<file path="src/rtl/cache_refill_pkg.sv">
// Shared types and default sizing for the cache miss refill sequencer.
package cache_refill_pkg;

    localparam int unsigned DEF_ADDR_W  = 32;
    localparam int unsigned DEF_DATA_W  = 32;
    localparam int unsigned DEF_TIMEOUT = 256;
    localparam int unsigned DEF_CNT_W   = 16;

    typedef enum logic [1:0] {
        S_IDLE = 2'd0,
        S_WB   = 2'd1,
        S_RD   = 2'd2,
        S_DONE = 2'd3
    } refill_state_e;

endpackage

</file>
<file path="src/rtl/mem_watchdog.sv">
// Access watchdog: counts stalled request cycles and flags expiry on the last allowed one.
module mem_watchdog #(
    parameter int TIMEOUT = 256,
    localparam int W = $clog2(TIMEOUT)
) (
    input  logic clk,
    input  logic rst_n,
    input  logic i_clr,
    input  logic i_en,
    output logic o_expire
);

    logic [W-1:0] r_cnt;

    always_ff @(posedge clk or negedge rst_n) begin
        if (!rst_n)
            r_cnt <= '0;
        else if (i_clr)
            r_cnt <= '0;
        else if (i_en)
            r_cnt <= r_cnt + W'(1);
    end

    // Gated by enable so an ack in the final cycle takes precedence.
    assign o_expire = i_en && (r_cnt == W'(TIMEOUT - 1));

endmodule

</file>
<file path="src/rtl/cache_refill_ctrl.sv">
// Miss-handling sequencer: optional victim writeback, optional fetch, one-cycle fill pulse.
module cache_refill_ctrl
    import cache_refill_pkg::*;
#(
    parameter int ADDR_W  = DEF_ADDR_W,
    parameter int DATA_W  = DEF_DATA_W,
    parameter int TIMEOUT = DEF_TIMEOUT,
    parameter int CNT_W   = DEF_CNT_W
) (
    input  logic              clk,
    input  logic              rst_n,
    input  logic              miss_req,
    input  logic              miss_we,
    input  logic [ADDR_W-1:0] miss_addr,
    input  logic              wb_req,
    input  logic [ADDR_W-1:0] wb_addr,
    input  logic [DATA_W-1:0] wb_data,
    output logic              busy,
    output logic              fill_valid,
    output logic [DATA_W-1:0] fill_data,
    output logic              mem_req,
    output logic              mem_we,
    output logic [ADDR_W-1:0] mem_addr,
    output logic [DATA_W-1:0] mem_wdata,
    input  logic [DATA_W-1:0] mem_rdata,
    input  logic              mem_ack,
    output logic              err,
    output logic [CNT_W-1:0]  miss_cnt,
    output logic [CNT_W-1:0]  wb_cnt
);

    refill_state_e     r_state;
    logic              r_miss_we;
    logic [ADDR_W-1:0] r_miss_addr;
    logic [DATA_W-1:0] r_fill_data;
    logic              r_mem_req;
    logic              r_mem_we;
    logic [ADDR_W-1:0] r_mem_addr;
    logic [DATA_W-1:0] r_mem_wdata;
    logic              r_err;
    logic [CNT_W-1:0]  r_miss_cnt;
    logic [CNT_W-1:0]  r_wb_cnt;

    logic w_wd_clr;
    logic w_wd_en;
    logic w_expire;

    // Restart the watchdog on every entry into an access state, including WB->RD.
    assign w_wd_clr = ((r_state == S_IDLE) && miss_req && (wb_req || !miss_we)) ||
                      ((r_state == S_WB) && mem_ack && !r_miss_we);
    assign w_wd_en  = r_mem_req && !mem_ack;

    mem_watchdog #(.TIMEOUT(TIMEOUT)) u_wd (
        .clk      (clk),
        .rst_n    (rst_n),
        .i_clr    (w_wd_clr),
        .i_en     (w_wd_en),
        .o_expire (w_expire)
    );

    always_ff @(posedge clk or negedge rst_n) begin
        if (!rst_n) begin
            r_state     <= S_IDLE;
            r_miss_we   <= 1'b0;
            r_miss_addr <= '0;
            r_fill_data <= '0;
            r_mem_req   <= 1'b0;
            r_mem_we    <= 1'b0;
            r_mem_addr  <= '0;
            r_mem_wdata <= '0;
            r_err       <= 1'b0;
            r_miss_cnt  <= '0;
            r_wb_cnt    <= '0;
        end else begin
            case (r_state)
                S_IDLE: begin
                    if (miss_req) begin
                        r_miss_we   <= miss_we;
                        r_miss_addr <= miss_addr;
                        r_fill_data <= '0;
                        if (r_miss_cnt != '1)
                            r_miss_cnt <= r_miss_cnt + CNT_W'(1);
                        if (wb_req) begin
                            r_state     <= S_WB;
                            r_mem_req   <= 1'b1;
                            r_mem_we    <= 1'b1;
                            r_mem_addr  <= wb_addr;
                            r_mem_wdata <= wb_data;
                        end else if (!miss_we) begin
                            r_state    <= S_RD;
                            r_mem_req  <= 1'b1;
                            r_mem_we   <= 1'b0;
                            r_mem_addr <= miss_addr;
                        end else begin
                            r_state <= S_DONE;
                        end
                    end
                end
                S_WB: begin
                    if (mem_ack) begin
                        if (r_wb_cnt != '1)
                            r_wb_cnt <= r_wb_cnt + CNT_W'(1);
                        if (!r_miss_we) begin
                            r_state    <= S_RD;
                            r_mem_we   <= 1'b0;
                            r_mem_addr <= r_miss_addr;
                        end else begin
                            r_state   <= S_DONE;
                            r_mem_req <= 1'b0;
                        end
                    end else if (w_expire) begin
                        r_err       <= 1'b1;
                        r_fill_data <= '0;
                        r_state     <= S_DONE;
                        r_mem_req   <= 1'b0;
                    end
                end
                S_RD: begin
                    if (mem_ack) begin
                        r_fill_data <= mem_rdata;
                        r_state     <= S_DONE;
                        r_mem_req   <= 1'b0;
                    end else if (w_expire) begin
                        r_err       <= 1'b1;
                        r_fill_data <= '0;
                        r_state     <= S_DONE;
                        r_mem_req   <= 1'b0;
                    end
                end
                default: r_state <= S_IDLE;
            endcase
        end
    end

    assign busy       = (r_state != S_IDLE);
    assign fill_valid = (r_state == S_DONE);
    assign fill_data  = r_fill_data;
    assign mem_req    = r_mem_req;
    assign mem_we     = r_mem_we;
    assign mem_addr   = r_mem_addr;
    assign mem_wdata  = r_mem_wdata;
    assign err        = r_err;
    assign miss_cnt   = r_miss_cnt;
    assign wb_cnt     = r_wb_cnt;

endmodule

</file>
<file path="config.mk">
export PLATFORM = sky130hd
export DESIGN_NAME = cache_refill_ctrl
export DESIGN_NICKNAME = d
export VERILOG_FILES = /design/src/rtl/cache_refill_pkg.sv /design/src/rtl/mem_watchdog.sv /design/src/rtl/cache_refill_ctrl.sv
export SDC_FILE = /design/constraint.sdc
export NUM_CORES = 1
export LEC_CHECK = 0
export CAP_MARGIN = 0
export CORE_MARGIN = 8
export CORE_UTILIZATION = 49
export DETAILED_ROUTE_END_ITERATION = 10
export PLACE_DENSITY = 0.92
export SKIP_CTS_REPAIR_TIMING = 1
export SLEW_MARGIN = 20
export SYNTH_ARGS = -nofsm -noshare
export SYNTH_HDL_FRONTEND = slang
export SYNTH_SLANG_ARGS = --single-unit
</file>
<file path="constraint.sdc">
create_clock -name clk -period 4 [get_ports clk]
set_input_delay 0.4 -clock clk [delete_from_list [all_inputs] [get_ports clk]]
set_output_delay 0.4 -clock clk [all_outputs]
set_load 0.01 [all_outputs]
</file>
==> metrics.csv <==
stage,metric,value,unit
global_route,initial antenna violation count,1,
finish,Area Growth Syn to Fin,45.5,%
die,IO Count,267,
sta,# setup viols final,0,
worst_setup_path,CP endpoint kind,flop,
synthesis,synth unique cells,51,
global_route,largest net degree at the start of global routing,110,
pwr,PD cells,680,mW/mm2
routing,Routed Antenna Nets,0,
flow_run,Max Cap Viol,0,
synthesis,synthesized flop and latch total,174,
synthesis,syn nets,827,
finish,nets,1087,
routing,number of vias per cell,5.28,
synthesis,asr flop ratio synth,1.00,
pwr,part of the power in the clock network,0.241,
routing,initial drt markers,401,
worst_setup_path,Worst EP required,4360,ps
finish,share of cells above drive strength 1,0.0617,
routing,WL final,21900,um
synthesis,post-synthesis mux area share,0.139,
synthesis,number of synthesis warnings,0,
die,Initial Util,0.496,
pwr,worst vdd ir,380,uV
synthesis,number of flops mapped to enable cells by yosys,0,
finish,fin util,0.721,
synthesis,"Top FF cell, synth",dfrtp_1,
finish,Finished Cell Area,0.0113,mm2
global_route,first-pass GRT wire length,34800,um
placement,Area after DPL,0.0106,mm2
synthesis,Post-Synth Adder-Cell Area,0.0128,
synthesis,post-synthesis xor/xnor area fraction,0.0371,
routing,DR DRC count,0,
pwr,leakage,5.04,nW
routing,Vias,6195,
worst_setup_path,critical path type,reg -> reg,
sta,Slew Limit Fails,0,
clock_tree,worst skew pair latency,430,ps
clock_tree,CTS tree,done,
placement,DP HPWL,15700,um
sta,slew margin rel.,0.421,
pwr,sequential power share,0.370,
sta,final hold vios,0,
synthesis,synthesized area,0.00779,mm2
sta,Clock Skew,11.6,ps
pwr,Logic pwr share,0.389,
pwr,net load switching power,2.54,mW
die,Die X,142,um
sta,post-route clock period utilization,0.695,
synthesis,sequential fraction of the synthesis area,0.559,
global_route,vias in the first global route,6563,
die,die area,0.0202,mm2
clock_tree,clock sinks,174,
synthesis,syn_area_per_cell,11.4,um2
sta,fmax,360,MHz
worst_setup_path,crit path max fanout,40,
worst_setup_path,Critical Path Source Type,flop,
clock_tree,CTS H-Tree Depth,4,
die,number of cell rows,46,
routing,DR WL/cell,18.6,um
synthesis,post-synthesis compound-gate area fraction,0.0854,
die,Core Region,0.0157,mm2
routing,drt pass-1 iters,4,
outcome,outcome,"finished, final reports clean",
sta,RSZ-0062 raised after global routing,no,
pwr,switching share of power,0.330,
clock_tree,"Reg clk slew, reported paths",60,ps
placement,IO buf count,266,
sta,Final min period,2780,ps
finish,"commonest non-fill, non-tap cell in the layout",clkdlybuf4s50_1,
sta,Fin Setup TNS,0,ps
sta,Worst Tran Pin Value,869,ps
clock_tree,clock tree buffer depth,2,
synthesis,simple-gate share of the synthesized area,0.139,
clock_tree,CTS root buffer,clkbuf_16,
die,Die H,142,um
placement,gpl congestion,0.825,
worst_setup_path,Critical Path AT,3140,ps
synthesis,Syn Inst Count,685,
synthesis,largest family of logic cells by synthesized area,multiplexers,
clock_tree,number of CTS-inserted buffers,17,
finish,"leading cell types in the layout, fill and taps excluded","clkdlybuf4s50_1 (264), dfrtp_1 (174), nand2_1 (145)",
finish,# fillers,1076,
hold_path,classification of the worst-slack hold path,in -> async,
global_route,gr usage total,0.221,
global_route,total grt overflow,0,
pwr,Cell Int Power,5.16,mW
-- registers in the layout, indices dropped and copies added, names as in the netlist, 2 cells and up --
register / count
fill_data: 32
mem_addr: 32
r_miss_addr: 32
u_wd.r_cnt: 8
r_state: 2
wb_cnt: 16
miss_cnt: 16
mem_wdata: 32
-- path summary, 6_finish.rpt --
path	from	to	slack (ps)	depth (start not counted)
setup / recovery	r_state[1]$_DFFE_PN0P_	fill_data[25]$_DFFE_PN0P_	1220	6
hold / removal	rst_n	wb_cnt[5]$_DFFE_PN0P_	410	2
setup reg to reg	r_state[1]$_DFFE_PN0P_	fill_data[25]$_DFFE_PN0P_	1220	6
hold reg to reg	r_miss_addr[6]$_DFFE_PN0P_	r_miss_addr[6]$_DFFE_PN0P_	480	2
max in group asynchronous	rst_n	mem_wdata[14]$_DFFE_PN0P_	2400	4
min in group clk	r_miss_addr[6]$_DFFE_PN0P_	r_miss_addr[6]$_DFFE_PN0P_	480	2
-- through the flow --
| step | worst slack, ps | power, mW | hold WS, ps | cells |
|---|---|---|---|---|
| global route | 1020 | 8.15 | 447 | 1174 |
| CTS | 1200 | 7.79 | 150 | 1171 |
| floorplan | 2170 | 4.33 | 104 | 685 |
| global placement | 1150 | 5.76 | 457 | 1140 |
| finish | 1220 | 7.70 | 414 | 1174 |
| detailed placement | 1120 | 5.88 | 462 | 1140 |
-- worst max-delay path, cell delays in order, from the launching register on --
cell and delay, ps:
dfrtp_1 420, inv_1 120, ha_2 550, buf_4 440, o21ai_1 180, o2111ai_4 720, a22o_1 260
-- cell usage after synthesis (4+ instances only) --
cell / count / area share
a21oi_1: 10 / 0.0064
a22o_1: 32 / 0.036
and2_1: 6 / 0.0048
and3_1: 4 / 0.0032
and4_1: 4 / 0.0045
buf_1: 5 / 0.0024
buf_2: 12 / 0.0077
buf_4: 7 / 0.0067
clkbuf_1: 13 / 0.0063
dfrtp_1: 174 / 0.56
ha_1: 8 / 0.013
inv_1: 9 / 0.0043
mux2_1: 66 / 0.095
mux2i_1: 34 / 0.044
nand2_1: 145 / 0.070
nand3_1: 9 / 0.0058
nand4_1: 16 / 0.013
nor2_1: 20 / 0.0096
nor3_1: 5 / 0.0032
o21ai_0: 33 / 0.021
o31ai_1: 4 / 0.0039
xnor2_1: 18 / 0.020
xor2_1: 15 / 0.017
-- power by group through the flow --
stage	clock, mW	combinational (mW)	sequential [mW]
2_1_floorplan	0	1.32	3.01
3_3_place_gp	0	2.93	2.83
3_5_place_dp	0	3.02	2.86
4_1_cts	1.90	3.04	2.85
5_1_grt	1.96	3.26	2.93
6_report	1.86	3.00	2.85
-- layer usage --
metal,global-route usage,share of wire
met5,0,0
met4,0.0882,0.026
met3,0.0530,0.069
met2,0.373,0.51
met1,0.266,0.40
-- layout make-up --
type	count	area [um2]	share of cell area
tap	216	270	0.0238
timing repair buffer	278	2770	0.245
antenna	1	2.50	0.000221
sequential	174	4350	0.384
clock inverter	9	180	0.0159
multi-input combinational	464	3230	0.285
clock buffer	22	484	0.0427
inverter	10	37.5	0.00331
-- cells by family after synthesis --
logic type | after synthesis
AND/OR/NAND/NOR | 229
flip-flops | 174
multiplexers | 100
buffers and inverters | 47
adder cells (fa/ha/maj) | 8
AO/OA/AOI/OAI | 94
XOR/XNOR | 33
No activity file was read; power rests on OpenSTA's default activity.
